==> src/rtl/traffic_request_conditioner.sv <==
// traffic_request_conditioner
// Conditions the two raw vehicle-sensor switches (bit 0 = NS, bit 1 = EW)
// for the traffic-light controller: two-flop synchronizer, counter-based
// debounce, one-cycle request pulse on each debounced rise, and a sticky
// pending flag cleared by the controller's ack strobe.
//
// Build option: define REQ_LATCH_EN to build the sticky req_pending latch.
// Without it req_pending is a plain copy of the debounced switch level,
// ack is ignored and no latch flops exist.

// One direction: synchronizer, debounce counter, edge pulse, pending latch.
module traffic_request_conditioner_lane #(
   parameter int DEBOUNCE_CYCLES = 1000000
) (
   input  logic clk,
   input  logic reset,
   input  logic switch_raw_i,
   input  logic ack_i,
   output logic switch_o,
   output logic req_pulse_o,
   output logic req_pending_o
);

   localparam int                CNT_W   = $clog2(DEBOUNCE_CYCLES);
   localparam logic [CNT_W-1:0]  CNT_MAX = CNT_W'(DEBOUNCE_CYCLES - 1);

   logic             sync1_q, sync2_q;
   logic [CNT_W-1:0] cnt_q, cnt_d;
   logic             switch_q, switch_d;
   logic             pulse_q, pulse_d;
   logic             rise;

   // Two-flop synchronizer; switch_raw is asynchronous to clk.
   always_ff @(posedge clk or posedge reset) begin
      if (reset) begin
         sync1_q <= 1'b0;
         sync2_q <= 1'b0;
      end else begin
         sync1_q <= switch_raw_i;
         sync2_q <= sync1_q;
      end
   end

   // Debounce: count consecutive cycles of disagreement; any agreement
   // (including a glitch ending) drops the count back to zero. The counter
   // reaches CNT_MAX only on the cycle before the stable level flips, so it
   // never wraps.
   always_comb begin
      cnt_d    = '0;
      switch_d = switch_q;
      if (sync2_q != switch_q) begin
         if (cnt_q == CNT_MAX) begin
            switch_d = sync2_q;
         end else begin
            cnt_d = cnt_q + CNT_W'(1);
         end
      end
   end

   // Only a 0->1 change of the stable level is a request.
   always_comb begin
      rise    = switch_d & ~switch_q;
      pulse_d = rise;
   end

   // Stable level, counter and request pulse.
   always_ff @(posedge clk or posedge reset) begin
      if (reset) begin
         cnt_q    <= '0;
         switch_q <= 1'b0;
         pulse_q  <= 1'b0;
      end else begin
         cnt_q    <= cnt_d;
         switch_q <= switch_d;
         pulse_q  <= pulse_d;
      end
   end

   assign switch_o    = switch_q;
   assign req_pulse_o = pulse_q;

`ifdef REQ_LATCH_EN
   logic pend_q, pend_d;

   // A new rise beats a coincident ack so a fresh request is never lost;
   // ack with nothing pending leaves the flag at 0.
   always_comb begin
      pend_d = rise | (pend_q & ~ack_i);
   end

   // Sticky pending flag.
   always_ff @(posedge clk or posedge reset) begin
      if (reset) begin
         pend_q <= 1'b0;
      end else begin
         pend_q <= pend_d;
      end
   end

   assign req_pending_o = pend_q;
`else
   // No latch: pending simply mirrors the debounced level.
   logic unused_ack;
   assign unused_ack    = ack_i;
   assign req_pending_o = switch_q;
`endif

endmodule

// Top: one independent lane per direction.
module traffic_request_conditioner #(
   parameter int DEBOUNCE_CYCLES = 1000000
) (
   input  logic       clk,
   input  logic       reset,
   input  logic [1:0] switch_raw,
   input  logic [1:0] ack,
   output logic [1:0] switch,
   output logic [1:0] req_pulse,
   output logic [1:0] req_pending
);

   localparam int NUM_DIR = 2;

   for (genvar i = 0; i < NUM_DIR; i++) begin : g_dir
      traffic_request_conditioner_lane #(
         .DEBOUNCE_CYCLES (DEBOUNCE_CYCLES)
      ) u_lane (
         .clk           (clk),
         .reset         (reset),
         .switch_raw_i  (switch_raw[i]),
         .ack_i         (ack[i]),
         .switch_o      (switch[i]),
         .req_pulse_o   (req_pulse[i]),
         .req_pending_o (req_pending[i])
      );
   end

endmodule

==> config.mk <==
export PLATFORM = sky130hd
export DESIGN_NAME = traffic_request_conditioner
export DESIGN_NICKNAME = d
export VERILOG_FILES = /design/src/rtl/traffic_request_conditioner.sv
export SDC_FILE = /design/constraint.sdc
export NUM_CORES = 1
export LEC_CHECK = 0
export ABC_AREA = 1
export BUFFER_PORTS_ARGS = -buffer_cell sky130_fd_sc_hd__buf_2
export CAP_MARGIN = 5
export CORE_ASPECT_RATIO = 1.4
export CORE_MARGIN = 1
export CORE_UTILIZATION = 63
export CTS_BUF_LIST = sky130_fd_sc_hd__clkbuf_4 sky130_fd_sc_hd__clkbuf_8
export DETAILED_ROUTE_END_ITERATION = 12
export PLACE_DENSITY = 0.93
export SETUP_SLACK_MARGIN = 0.02
export SLEW_MARGIN = 40
export SYNTH_ARGS = -nofsm -noshare
export SYNTH_HDL_FRONTEND = slang
export SYNTH_SLANG_ARGS = --single-unit
==> constraint.sdc <==
create_clock -name clk -period 1.76 [get_ports clk]
set_input_delay 0.088 -clock clk [delete_from_list [all_inputs] [get_ports clk]]
set_output_delay 0.088 -clock clk [all_outputs]
set_load 0.02 [all_outputs]
# Word-level counts from Yosys, hierarchy flattened
# Index checks and enable logic that the tools add are counted.
# totals
word_cells,28
output_inout_bits,6
in_bits,6
mem_bits_rw,0
latch_bits,0
rom_bits,0
memories,0
reg_bits,48
# op_classes
shift,0
n_reduce_logical,0
div_mod_pow,0
add_sub_neg,2
magnitude_cmp,0
n_eq_ne,4
mux,8
n_mul,0
bitwise,4
# ops
op,count
$mux 20,4
$add 20x1->20 const B,2
$eq 20x20->1 const B,2
$mux 1,4
$and 1x1->1,2
$ne 1x1->1,2
$not 1->1,2

# Logic depth before layout (Yosys ltp)
# Gate-level depths: netlist (run 1).
# logic_depth
word_depth,4
ltp_mapped,8
mapped_depth_nobuf,8

# Modules after synthesis
# Synthesis (run 1) repeated with hierarchy kept, for this count alone.
# unflattened
cells_unflattened,330
hier_area_um2,2602.5
# modules_own_cells
mod,cells_each,area_per_inst_um2,instances
traffic_request_conditioner_lane,165,1301.2,2

# Least setup slack after synthesis (run 1)
# No wires, ideal clock.
# synth_timing
kind,register -> register
from,register g_dir[1].u_lane.cnt_q[0]
to,register g_dir[1].u_lane.cnt_q[18]
arrival_ps,1177
path_slack_ps,458
path_stages_with_launch,7
path_cell_list,dfrtp_1 ha_1 nand3_1 nor2_2 nand3_1 nand2_1 nor2_1
# synth_between
elab_chain_cells,3
word_cells_on_any_way,4
# synth_lines
item,line,text
"start, declared",28,"logic [CNT_W-1:0] cnt_q, cnt_d;"
"start signal, assigned",73,cnt_q <= cnt_d;
$add 20x1->20 or $eq 20x20->1 (tied branches),"55, 52",
$mux 20 *,52,if (cnt_q == CNT_MAX) begin
$mux 20 *,51,if (sync2_q != switch_q) begin
via g_dir[1].u_lane.cnt_d[18],28,
# The timed path passes the listed nets; every way through them passes the cells marked *.

# Final worst setup path (run 1)
# layout_timing
from,register g_dir[0].u_lane.cnt_q[0]
to,register g_dir[0].u_lane.cnt_q[14]
# layout_between
elab_chain_cells,3
word_cells_on_any_way,4
# layout_lines
item,line
"start, declared",28
"start signal, assigned",73
$add 20x1->20 or $eq 20x20->1 (tied branches),"55, 52"
$mux 20 *,52
$mux 20 *,51
via g_dir[0].u_lane.cnt_d[14],28
# Marks and branches as above.

==> reports/summary.txt, run 1 <==
Cts bufs inserted = 5
Die width = 56.44 µm
Switching share of power = 0.1868
Leakage = 1.258 nW
Compound-gate portion of the synthesized area = 0.02585
Met3 Use GR = 0.03624
Residual DRC = 0
Via count = 2183
Worst EP required = 1.94 ns
Register area share after synthesis = 0.4596
Flop pwr share = 0.496
Fmax = 620.2 MHz
Met1 GRT Util = 0.2636
Initial DRC count = 165
Largest net degree at the start of global routing = 20
Relative slew slack = 0.6580
Worst setup SP type = flop
Synth top cells by count = nor2_1 (80), nand2_1 (59), dfrtp_1 (48)
Buffer depth of the longest clock path = 2
Final core utilization = 0.7322
Outcome = completed
Port bufs = 9
# clock sinks = 48
Vias per std cell = 5.612
Core footprint = 0.003953 mm²
Final Cell Area = 0.002894 mm²
Internal = 1.852 mW
Asr flop ratio synth = 1.000
Drt first pass iters = 4
Primary FF master, synth = dfrtp_1
Synth Area in XOR/XNOR = 0.07324
Cell Count, Final, Fillers Out = 389
Maximum VDD drop = 0.0006770 V
Final nets = 353
Starting Density = 0.6613
Synth Warn # = 0
Number of flops mapped to enable cells by yosys = 0
Hold WC Path Type = in2async
Setup WS pre-CTS = 0.2618 ns
Unrepaired setup endpoints after global routing = false
TritonCTS clock tree = done
Clock Skews = 0.006999 ns
Initial antenna violation count = 0
Number of global-route vias before repair = 2192
#FFs+latches synth = 48
Switching Power = 0.4255 mW
Routed Antenna Nets = 0
Routed wire length = 5440 µm
Syn Std Cell Area = 0.002614 mm²
Syn-to-layout area delta = 10.72%
Slew Limit Fails = 0
Mean Syn Cell Area = 7.993 µm²
Drt wl/cell = 13.98 µm
Filler cells = 294
H-tree levels = 2
GRT overflow = 0
Post-DP Area = 0.002690 mm²
Yosys cell types = 28
Largest family of logic cells by synthesized area = simple AND/OR/NAND/NOR gates
Power per cell area = 787.0 mW/mm²
Crit Path Category = reg2reg
Number of max-cap violations = 0
# rows = 27
Crit share post-route = 0.9161
Crit path max fanout = 4
Hold slack = 0.3020 ns
Hold Vio Cnt, Final = 0
Crit path capture type = flop
Logic pwr share = 0.034
Synth area leaders = dfrtp_1 (46%), nor2_1 (11%), nand2_1 (8.5%)
Worst Slack Setup Final = 0.1476 ns
CTS clk-pin slew, worst paths = 0.08 ns
First-pass GRT wire length = 9039 µm
Clock power frac = 0.470
Die area = 0.004414 mm²
Tmin final = 1.612 ns
Placer Congestion = 0.9821
GRT Total Usage = 0.2659
CTS root buffer = clkbuf_8
Diodes inserted = 0
Mapped Cells = 327
Slew @ Worst Pin = 0.5113 ns
Post-synth top area share = 0.4596
Final setup viols = 0
I/O pins = 12
Count leader, synth = nor2_1
Layer with the highest usage = met2
Multiplexer area fraction after synthesis = 0
Setup TNS = 0 ns
Adder-cell area share of the yosys netlist = 0.009574
Yosys top cell by area = dfrtp_1
Placed instance count = 376
Post-Synth Simple-Gate Area = 0.3729
Die height = 78.21 µm
Post-Synthesis Net Count = 335
Layout cells sized above 1 = 0.1301
Overall power = 2.278 mW
DP HPWL = 3934 µm
Worst EP arrival = 1.80 ns
Global-route met2 utilization = 0.5235
Clock latency at the later pin of the worst-skew pair = 0.30 ns
area by class of cell:
| class | instances | area (µm²) | area share |
|---|---|---|---|
| Clock buffer | 5 | 68.82 | 0.02378 |
| Clock inverter | 3 | 90.09 | 0.03113 |
| Inverter | 29 | 108.9 | 0.03761 |
| Multi-Input combinational cell | 244 | 1259 | 0.4349 |
| Sequential cell | 48 | 1201 | 0.4150 |
| Tap cell | 43 | 53.80 | 0.01859 |
| Timing Repair Buffer | 17 | 112.6 | 0.03891 |
critical path: stages (launching register included):
cell and delay [ns]:
dfrtp_1 0.38, ha_1 0.23, nand3_2 0.17, nor3_4 0.29, nand2_1 0.12, nor3_1 0.22
nor2_1 0.08
kinds of logic after synthesis:
family / after synthesis
xor+xnor: 21
simple gates: 210
buf+inv: 35
fa+ha+maj: 2
compound gates: 11
flops: 48
what timing repair did:
action / CTS / global route
endpoints found under the setup margin: 0 / 1
hold buffers: 3 / 0
resized for setup: 0 / 0
endpoints found under the hold margin: 18 / 0
setup buffers: 0 / 2
power by group through the flow:
stage / Combinational, mW / Clock (mW) / Sequential (mW)
after floorplan: 0.0532 / 0 / 1.15
after global placement: 0.0722 / 0 / 1.15
after detailed placement: 0.0752 / 0 / 1.15
after CTS: 0.0799 / 1.08 / 1.13
after global routing: 0.0917 / 1.12 / 1.13
final: 0.0785 / 1.07 / 1.13
registers in the layout (all words and copies together) (netlist names):
name and flops:
g_dir.u_lane.cnt_q 40, g_dir.u_lane.req_pulse_o 2, g_dir.u_lane.req_pending_o 2, g_dir.u_lane.sync2_q 2, g_dir.u_lane.sync1_q 2
metal layers:
| layer | share of wire | vias up |
|---|---|---|
| met2 | 0.56 | 64 |
| met1 | 0.37 | 1022 |
| met4 | 0.037 | 0 |
| met5 | 0 | - |
| li1 | - | 1075 |
| met3 | 0.034 | 22 |
worst paths after layout:
path	cells past startpoint	startpoint	slack, ns	to
setup / recovery	6	g_dir[0].u_lane.cnt_q[0]$_DFF_PP0_	0.15	g_dir[0].u_lane.cnt_q[14]$_DFF_PP0_
hold / removal	3	reset	0.30	g_dir[1].u_lane.sync2_q$_DFF_PP0_
setup reg to reg	6	g_dir[0].u_lane.cnt_q[0]$_DFF_PP0_	0.15	g_dir[0].u_lane.cnt_q[14]$_DFF_PP0_
hold reg to reg	0	g_dir[0].u_lane.sync1_q$_DFF_PP0_	0.35	g_dir[0].u_lane.sync2_q$_DFF_PP0_
max in group asynchronous	4	reset	0.89	g_dir[0].u_lane.cnt_q[3]$_DFF_PP0_
min in group clk	0	g_dir[0].u_lane.sync1_q$_DFF_PP0_	0.35	g_dir[0].u_lane.sync2_q$_DFF_PP0_
layout by cell type (no fill, tap or decap), drive strengths merged:
| cell | count |
|---|---|
| nor4 | 1 |
| nor2 | 88 |
| nand3 | 36 |
| and2 | 1 |
| xor2 | 14 |
| bufinv | 3 |
| o21ai | 3 |
| nand3b | 1 |
| ha | 2 |
| nor3 | 10 |
| o21bai | 4 |
| nor3b | 3 |
| buf | 14 |
| inv | 29 |
| dfrtp | 48 |
| o31ai | 1 |
| xnor2 | 7 |
| dlygate4sd3 | 3 |
| a21oi | 3 |
| nand2 | 64 |
| nand4 | 6 |
| clkbuf | 5 |
Note: power is estimated with default switching activity, not from simulation.
==> inputs of run 2 (changes only) <==
--- a/config.mk
+++ b/config.mk
@@ -10,12 +10,12 @@
 export CAP_MARGIN = 5
 export CORE_ASPECT_RATIO = 1.4
 export CORE_MARGIN = 1
-export CORE_UTILIZATION = 63
+export CORE_UTILIZATION = 57
 export CTS_BUF_LIST = sky130_fd_sc_hd__clkbuf_4 sky130_fd_sc_hd__clkbuf_8
 export DETAILED_ROUTE_END_ITERATION = 12
-export PLACE_DENSITY = 0.93
+export GPL_TIMING_DRIVEN = 1
+export PLACE_DENSITY = 0.9
 export SETUP_SLACK_MARGIN = 0.02
-export SLEW_MARGIN = 40
 export SYNTH_ARGS = -nofsm -noshare
 export SYNTH_HDL_FRONTEND = slang
 export SYNTH_SLANG_ARGS = --single-unit
==> constraint.sdc (replaced) <==
create_clock -name clk -period 1.4 [get_ports clk]
set_input_delay 0.07 -clock clk [delete_from_list [all_inputs] [get_ports clk]]
set_output_delay 0.07 -clock clk [all_outputs]
set_load 0.02 [all_outputs]
==> run 2 against run 1 <==
Maximum frequency grew 15%. Largest cell class unchanged. Sequential share of layout area shrank 2.8 points. Die area grew 10%. Clock power shrank 18%. Non-clock buffer count grew 15. Setup slack lost 0.15 ns. Final cell count grew 8.2%. Critical path type unchanged.
==> reports/summary.txt, run 2 (same netlist as run 1, synthesis figures left out) <==
Outcome = completed
Fmax = 714.5 MHz (+15%)
CTS clk-pin slew, worst paths = 0.09 ns (about the same)
Drt first pass iters = 5 (+1)
WP depth = 7 (+1)
Layout cells sized above 1 = 0.2355 (+0.1054)
CP dominant cell by count = nor2_1
Cell Count, Final, Fillers Out = 421 (+8.2%)
Starting Density = 0.6066 (-0.05472)
Vias per std cell = 5.499 (-2.0%)
Maximum VDD drop = 0.0009547 V (+41%)
Initial DRC count = 164 (-0.61%)
Area of the multi-input gates = 0.001395 mm² (+11%)
Core footprint = 0.004309 mm² (+9.0%)
Max reg flops = 40 (unchanged)
TritonCTS clock tree = done
R2r worst-path depth = 7 (+1)
First-pass GRT wire length = 9522 µm (+5.3%)
DP HPWL = 3941 µm (+0.18%)
Critical Path End = g_dir[0].u_lane.cnt_q[13]$_DFF_PP0_
Slowest cell delay on critical path = 0.40 ns (+0.02 ns)
Hold Vio Cnt, Final = 0 (unchanged)
Worst setup SP type = flop
Unrepaired setup endpoints after global routing = true
Worst EP required = 1.61 ns (-0.33 ns)
Tmin final = 1.400 ns (-0.2129 ns)
Placed instance count = 400 (+6.4%)
Most frequent cells in the layout = nor2_1 (75), nand2_1 (56), dfrtp_1 (42), inv_1 (26), nand3_1 (26)
Residual DRC = 0 (unchanged)
Buffer depth of the longest clock path = 2 (unchanged)
Crit Path Category = reg2reg
# rows = 28 (+3.7%)
CP delay by family, top = simple AND/OR/NAND/NOR gates
Hold slack = 0.3394 ns (+0.03741 ns)
Leakage = 1.310 nW (+4.1%)
Routed wire length = 6107 µm (+12%)
Crit path capture type = flop
Hold WC Path Type = in2async
Routed Antenna Nets = 0 (unchanged)
Initial antenna violation count = 0 (unchanged)
R2R Setup Slk = 0.0005 ns (-0.15 ns)
Final core utilization = 0.7247 (-0.007455)
GRT Total Usage = 0.2676 (+0.001680)
Clock Skews = 0.01112 ns (+0.004123 ns)
Via count = 2315 (+6.0%)
Syn-to-layout area delta = 19.48%
Port bufs = 9 (unchanged)
Cells along the critical path = buf_4, inv_1, nor2_4, nand3_2, nor2_1, nor2_1, nor3_1
Number of global-route vias before repair = 2245 (+2.4%)
Number of max-cap violations = 0 (unchanged)
Crit share post-route = 0.9996 (+0.08350)
Slew @ Worst Pin = 0.3517 ns (-0.1596 ns)
Final nets = 368 (+4.2%)
I/O pins = 12 (unchanged)
Filler cells = 308 (+4.8%)
Diodes inserted = 0 (unchanged)
Relative slew slack = 0.7654 (+0.1074)
Most flops, register = g_dir.u_lane.cnt_q
Final setup viols = 0 (unchanged)
Slew Limit Fails = 0 (unchanged)
Drt wl/cell = 14.51 µm (+3.7%)
CTS root buffer = clkbuf_8
Clock latency at the later pin of the worst-skew pair = 0.31 ns (about the same)
Cts bufs inserted = 5 (unchanged)
Die width = 59.23 µm (+5.0%)
# clock sinks = 48 (unchanged)
Reg area = 0.001209 mm² (+0.63%)
GRT overflow = 0 (unchanged)
Crit path launch = g_dir[0].u_lane.cnt_q[0]$_DFF_PP0_
Reg2reg start = g_dir[0].u_lane.cnt_q[0]$_DFF_PP0_
Critical path buffers and inverters = 2 (+2)
Reg2reg end = g_dir[0].u_lane.cnt_q[13]$_DFF_PP0_
Crit path max fanout = 4 (unchanged)
Largest net degree at the start of global routing = 49 (+150%)
Power per cell area = 781.1 mW/mm² (-0.75%)
Critical path's slowest cell = dfrtp_1
H-tree levels = 2 (unchanged)
Worst EP arrival = 1.61 ns (-0.19 ns)
Die height = 82.12 µm (+5.0%)
Commonest non-fill, non-tap cell in the layout = nor2_1
Placer Congestion = 0.9647 (-1.8%)
Die area = 0.004864 mm² (+10%)
[run 2: layer usage]
layer  track usage  up-vias  wire length [µm]
met3       0.04984       18               299
met5             0        -                 0
met1        0.2705     1106              2185
met2        0.5022       88              3443
met4        0.1500        0               178
li1              -     1103                 -
[run 2: area by class of cell]
class / count / area share
clock inverter: 2 / 0.004808
multi-input combinational: 244 / 0.4467
clock buffer: 6 / 0.02644
inverter: 29 / 0.03486
tap: 60 / 0.02404
timing repair buffer: 32 / 0.07612
sequential: 48 / 0.3870
[run 2: worst reg2reg max path: stages (launching register included)]
cell     delay [ns]
dfrtp_1        0.40
buf_4          0.13
inv_1          0.05
nor2_4         0.17
nand3_2        0.15
nor2_1         0.13
nor2_1         0.05
nor3_1         0.21
[run 2: what timing repair did]
item                       CTS  global route
hold endpoints to repair    50             0
buffers inserted             5             5
gates resized for setup      8            27
pin swaps                    6            10
hold buffers                 3             0
cloned                       0             0
setup endpoints to repair   16            35
[run 2: metrics by stage]
step                cell area [µm²]  total power [mW]  setup slack [ns]    TNS, ns
floorplan                      2614             1.512           0.09846          0
global placement               2776             1.546           0.02456          0
detailed placement             2776             1.552         -0.009438  -0.009438
CTS                            2982             2.431         -0.003746  -0.004014
global route                   3123             2.537          -0.06074    -0.3824
finish                         3123             2.439         0.0004988          0
[run 2: how the worst min path moves through the flow]
stage / cells after the start / startpoint / slack, ns / to
floorplan: 0 / switch_raw[0] / 0.10 / g_dir[0].u_lane.sync1_q$_DFF_PP0_
global placement: 3 / reset / 0.12 / g_dir[1].u_lane.sync1_q$_DFF_PP0_
detailed placement: 3 / reset / 0.13 / g_dir[1].u_lane.sync1_q$_DFF_PP0_
CTS: 4 / reset / 0.34 / g_dir[1].u_lane.sync1_q$_DFF_PP0_
global route: 4 / reset / 0.36 / g_dir[1].u_lane.sync1_q$_DFF_PP0_
finish: 4 / reset / 0.34 / g_dir[1].u_lane.cnt_q[19]$_DFF_PP0_
[run 2: where the power goes]
group	internal, mW	leakage (nW)	switching [mW]
clock	0.400	0.0434	0.481
sequential	1.40	0.646	0.0214
combinational	0.0534	0.620	0.0778
==> inputs of run 3 (changes only) <==
--- a/config.mk
+++ b/config.mk
@@ -15,7 +15,6 @@
 export DETAILED_ROUTE_END_ITERATION = 12
 export GPL_TIMING_DRIVEN = 1
 export PLACE_DENSITY = 0.9
-export SETUP_SLACK_MARGIN = 0.02
 export SYNTH_ARGS = -nofsm -noshare
 export SYNTH_HDL_FRONTEND = slang
 export SYNTH_SLANG_ARGS = --single-unit
==> run 3 against run 2 <==
Count of clock-buffer cells in the layout is the same. Hold slack better by 0.0087 ns. Sequential share of layout area up 0.72 points. Final cell count down 1.2%. Wire length shrank 3.2%. Utilization shrank 1.2 points. Cell area fell by 1.7%. Die area is the same. Critical path depth unchanged. Via count fell by 2.5%. Sequential power about the same. Flip-flop and latch count unchanged. Largest cell class unchanged.
==> reports/summary.txt, run 3 (same netlist as run 1, synthesis figures left out) <==
Outcome = completed
Met2 Wirelength = 3350 µm (-2.7%)
Clock power frac = 0.360 (about the same)
Worst EP arrival = 1.55 ns (-0.06 ns)
Clock latency at the later pin of the worst-skew pair = 0.31 ns (about the same)
Port bufs = 9 (unchanged)
Core footprint = 0.004309 mm² (unchanged)
Worst EP required = 1.59 ns (-0.02 ns)
Maximum VDD drop = 0.0009514 V (-0.35%)
Cells along the critical path = ha_4, nand3_2, nor2_4, buf_4, buf_4, xnor2_1, nor2_1
CTS root buffer = clkbuf_8
Filler cells = 314 (+1.9%)
Power per cell area = 791.5 mW/mm² (+1.3%)
Via count = 2256 (-2.5%)
I/O pins = 12 (unchanged)
Drt first pass iters = 4 (-1)
Leakage = 1.282 nW (-2.1%)
Switching share of power = 0.2357 (-0.002348)
Slew @ Worst Pin = 0.3608 ns (+0.009114 ns)
Number of global-route vias before repair = 2221 (-1.1%)
Die width = 59.23 µm (unchanged)
Die area = 0.004864 mm² (unchanged)
H-tree levels = 2 (unchanged)
Area of the multi-input gates = 0.001378 mm² (-1.3%)
Crit Path Category = reg2reg
GRT overflow = 0 (unchanged)
Initial antenna violation count = 0 (unchanged)
Placer Congestion = 0.9647 (unchanged)
Diodes inserted = 0 (unchanged)
Largest net degree at the start of global routing = 49 (unchanged)
Relative slew slack = 0.7593 (-0.006082)
Clock Skews = 0.009733 ns (-0.001389 ns)
Worst setup SP type = flop
Logic pwr share = 0.053 (about the same)
Switching Power = 0.5726 mW (-1.4%)
Drt wl/cell = 14.21 µm (-2.0%)
Critical path's slowest cell = dfrtp_1
Cts bufs inserted = 5 (unchanged)
Crit share post-route = 0.9713 (-0.02830)
Internal = 1.857 mW (about the same)
Routed Antenna Nets = 0 (unchanged)
CP dominant cell by count = buf_4
# clock sinks = 48 (unchanged)
Slew Limit Fails = 0 (unchanged)
Die height = 82.12 µm (unchanged)
Flop pwr share = 0.587 (+0.002)
First-pass GRT wire length = 9411 µm (-1.2%)
Hold Vio Cnt, Final = 0 (unchanged)
# rows = 28 (unchanged)
Hold slack = 0.3482 ns (+0.008731 ns)
Final core utilization = 0.7123 (-0.01249)
Starting Density = 0.6066 (unchanged)
Most frequent cells in the layout = nor2_1 (74), nand2_1 (58), dfrtp_1 (41), nand3_1 (28), inv_1 (26)
Final nets = 363 (-1.4%)
Met3 routed WL = 203 µm (-32%)
Buffer depth of the longest clock path = 2 (unchanged)
Fmax = 735.4 MHz (+2.9%)
CTS clk-pin slew, worst paths = 0.09 ns (about the same)
Number of max-cap violations = 0 (unchanged)
Initial DRC count = 134 (-18%)
Reg area = 0.001210 mm² (+0.10%)
Slowest cell delay on critical path = 0.40 ns (about the same)
Syn-to-layout area delta = 17.42%
Vias per std cell = 5.423 (-1.4%)
Hold WC Path Type = in2async
Crit path capture type = flop
Unrepaired setup endpoints after global routing = true
Most flops, register = g_dir.u_lane.cnt_q
Max layer used = met4
Tmin final = 1.360 ns (-0.03963 ns)
Max reg flops = 40 (unchanged)
GRT Total Usage = 0.2636 (-0.003984)
Commonest non-fill, non-tap cell in the layout = nor2_1
Routed wire length = 5911 µm (-3.2%)
Residual DRC = 0 (unchanged)
Final setup viols = 0 (unchanged)
Met1 Routed Length = 2184 µm (about the same)
Crit path max fanout = 3 (-1)
TritonCTS clock tree = done
Layout cells sized above 1 = 0.2191 (-0.01636)
DP HPWL = 3941 µm (unchanged)
==> run 3: cell types whose count changed in the layout (fill, tap and decap cells not counted), sizes merged <==
cell and change:
buf -5
==> run 3: final timing paths <==
path / endpoint / depth (start not counted) / slack [ns] / start
hold reg to reg: g_dir[0].u_lane.sync2_q$_DFF_PP0_ / 0 / 0.36 / g_dir[0].u_lane.sync1_q$_DFF_PP0_
max in group asynchronous: g_dir[0].u_lane.cnt_q[2]$_DFF_PP0_ / 4 / 0.82 / reset
setup / recovery: g_dir[1].u_lane.cnt_q[6]$_DFF_PP0_ / 7 / 0.04 / g_dir[1].u_lane.cnt_q[1]$_DFF_PP0_
min in group clk: g_dir[0].u_lane.sync2_q$_DFF_PP0_ / 0 / 0.36 / g_dir[0].u_lane.sync1_q$_DFF_PP0_
hold / removal: g_dir[1].u_lane.cnt_q[18]$_DFF_PP0_ / 4 / 0.35 / reset
setup reg to reg: g_dir[1].u_lane.cnt_q[6]$_DFF_PP0_ / 7 / 0.04 / g_dir[1].u_lane.cnt_q[1]$_DFF_PP0_
==> run 3: power by group through the flow <==
stage	clock network [mW]	registers (mW)	logic [mW]
after CTS	0.889	1.42	0.119
after floorplan	0	1.44	0.0669
after global placement	0	1.45	0.101
final	0.875	1.43	0.128
after detailed placement	0	1.45	0.105
after global routing	0.953	1.43	0.148
==> run 3: layout make-up <==
type,instances,area share
Timing Repair Buffer,27,0.06523
Sequential cell,48,0.3942
Clock inverter,2,0.004892
Multi-Input combinational cell,244,0.4488
Clock buffer,6,0.02691
Tap cell,60,0.02446
Inverter,29,0.03547
==> run 3: repair_timing <==
item | 4_1_cts | 5_1_grt
endpoints found under the setup margin | 9 | 32
endpoints found under the hold margin | 50 | 0
gates resized for setup | 4 | 28
buffers inserted | 1 | 4
hold buffers | 3 | 0
pin swaps | 2 | 5
==> run 3: per-stage QoR <==
step | instance area [µm²] | setup slack, ns | power (mW) | std cells | setup TNS (ns)
floorplan | 2614 | 0.09846 | 1.512 | 327 | 0
global placement | 2776 | 0.02456 | 1.546 | 400 | 0
detailed placement | 2776 | -0.009438 | 1.552 | 400 | -0.009438
CTS | 2934 | -0.01697 | 2.429 | 412 | -0.01697
global route | 3069 | -0.04508 | 2.529 | 416 | -0.3464
finish | 3069 | 0.04012 | 2.429 | 416 | 0
==> run 3: critical path: cells and delay by family, from the launching register on <==
| family | cells | cell delay (ns) |
|---|---|---|
| buf+inv | 2 | 0.23 |
| fa+ha+maj | 1 | 0.17 |
| xor+xnor | 1 | 0.11 |
| simple gates | 3 | 0.34 |
| flops | 1 | 0.40 |
==> run 3: layer usage <==
| metal | up-vias | track usage |
|---|---|---|
| li1 | 1088 | - |
| met2 | 66 | 0.4921 |
| met5 | - | 0 |
| met1 | 1086 | 0.2674 |
| met3 | 16 | 0.04984 |
| met4 | 0 | 0.1500 |
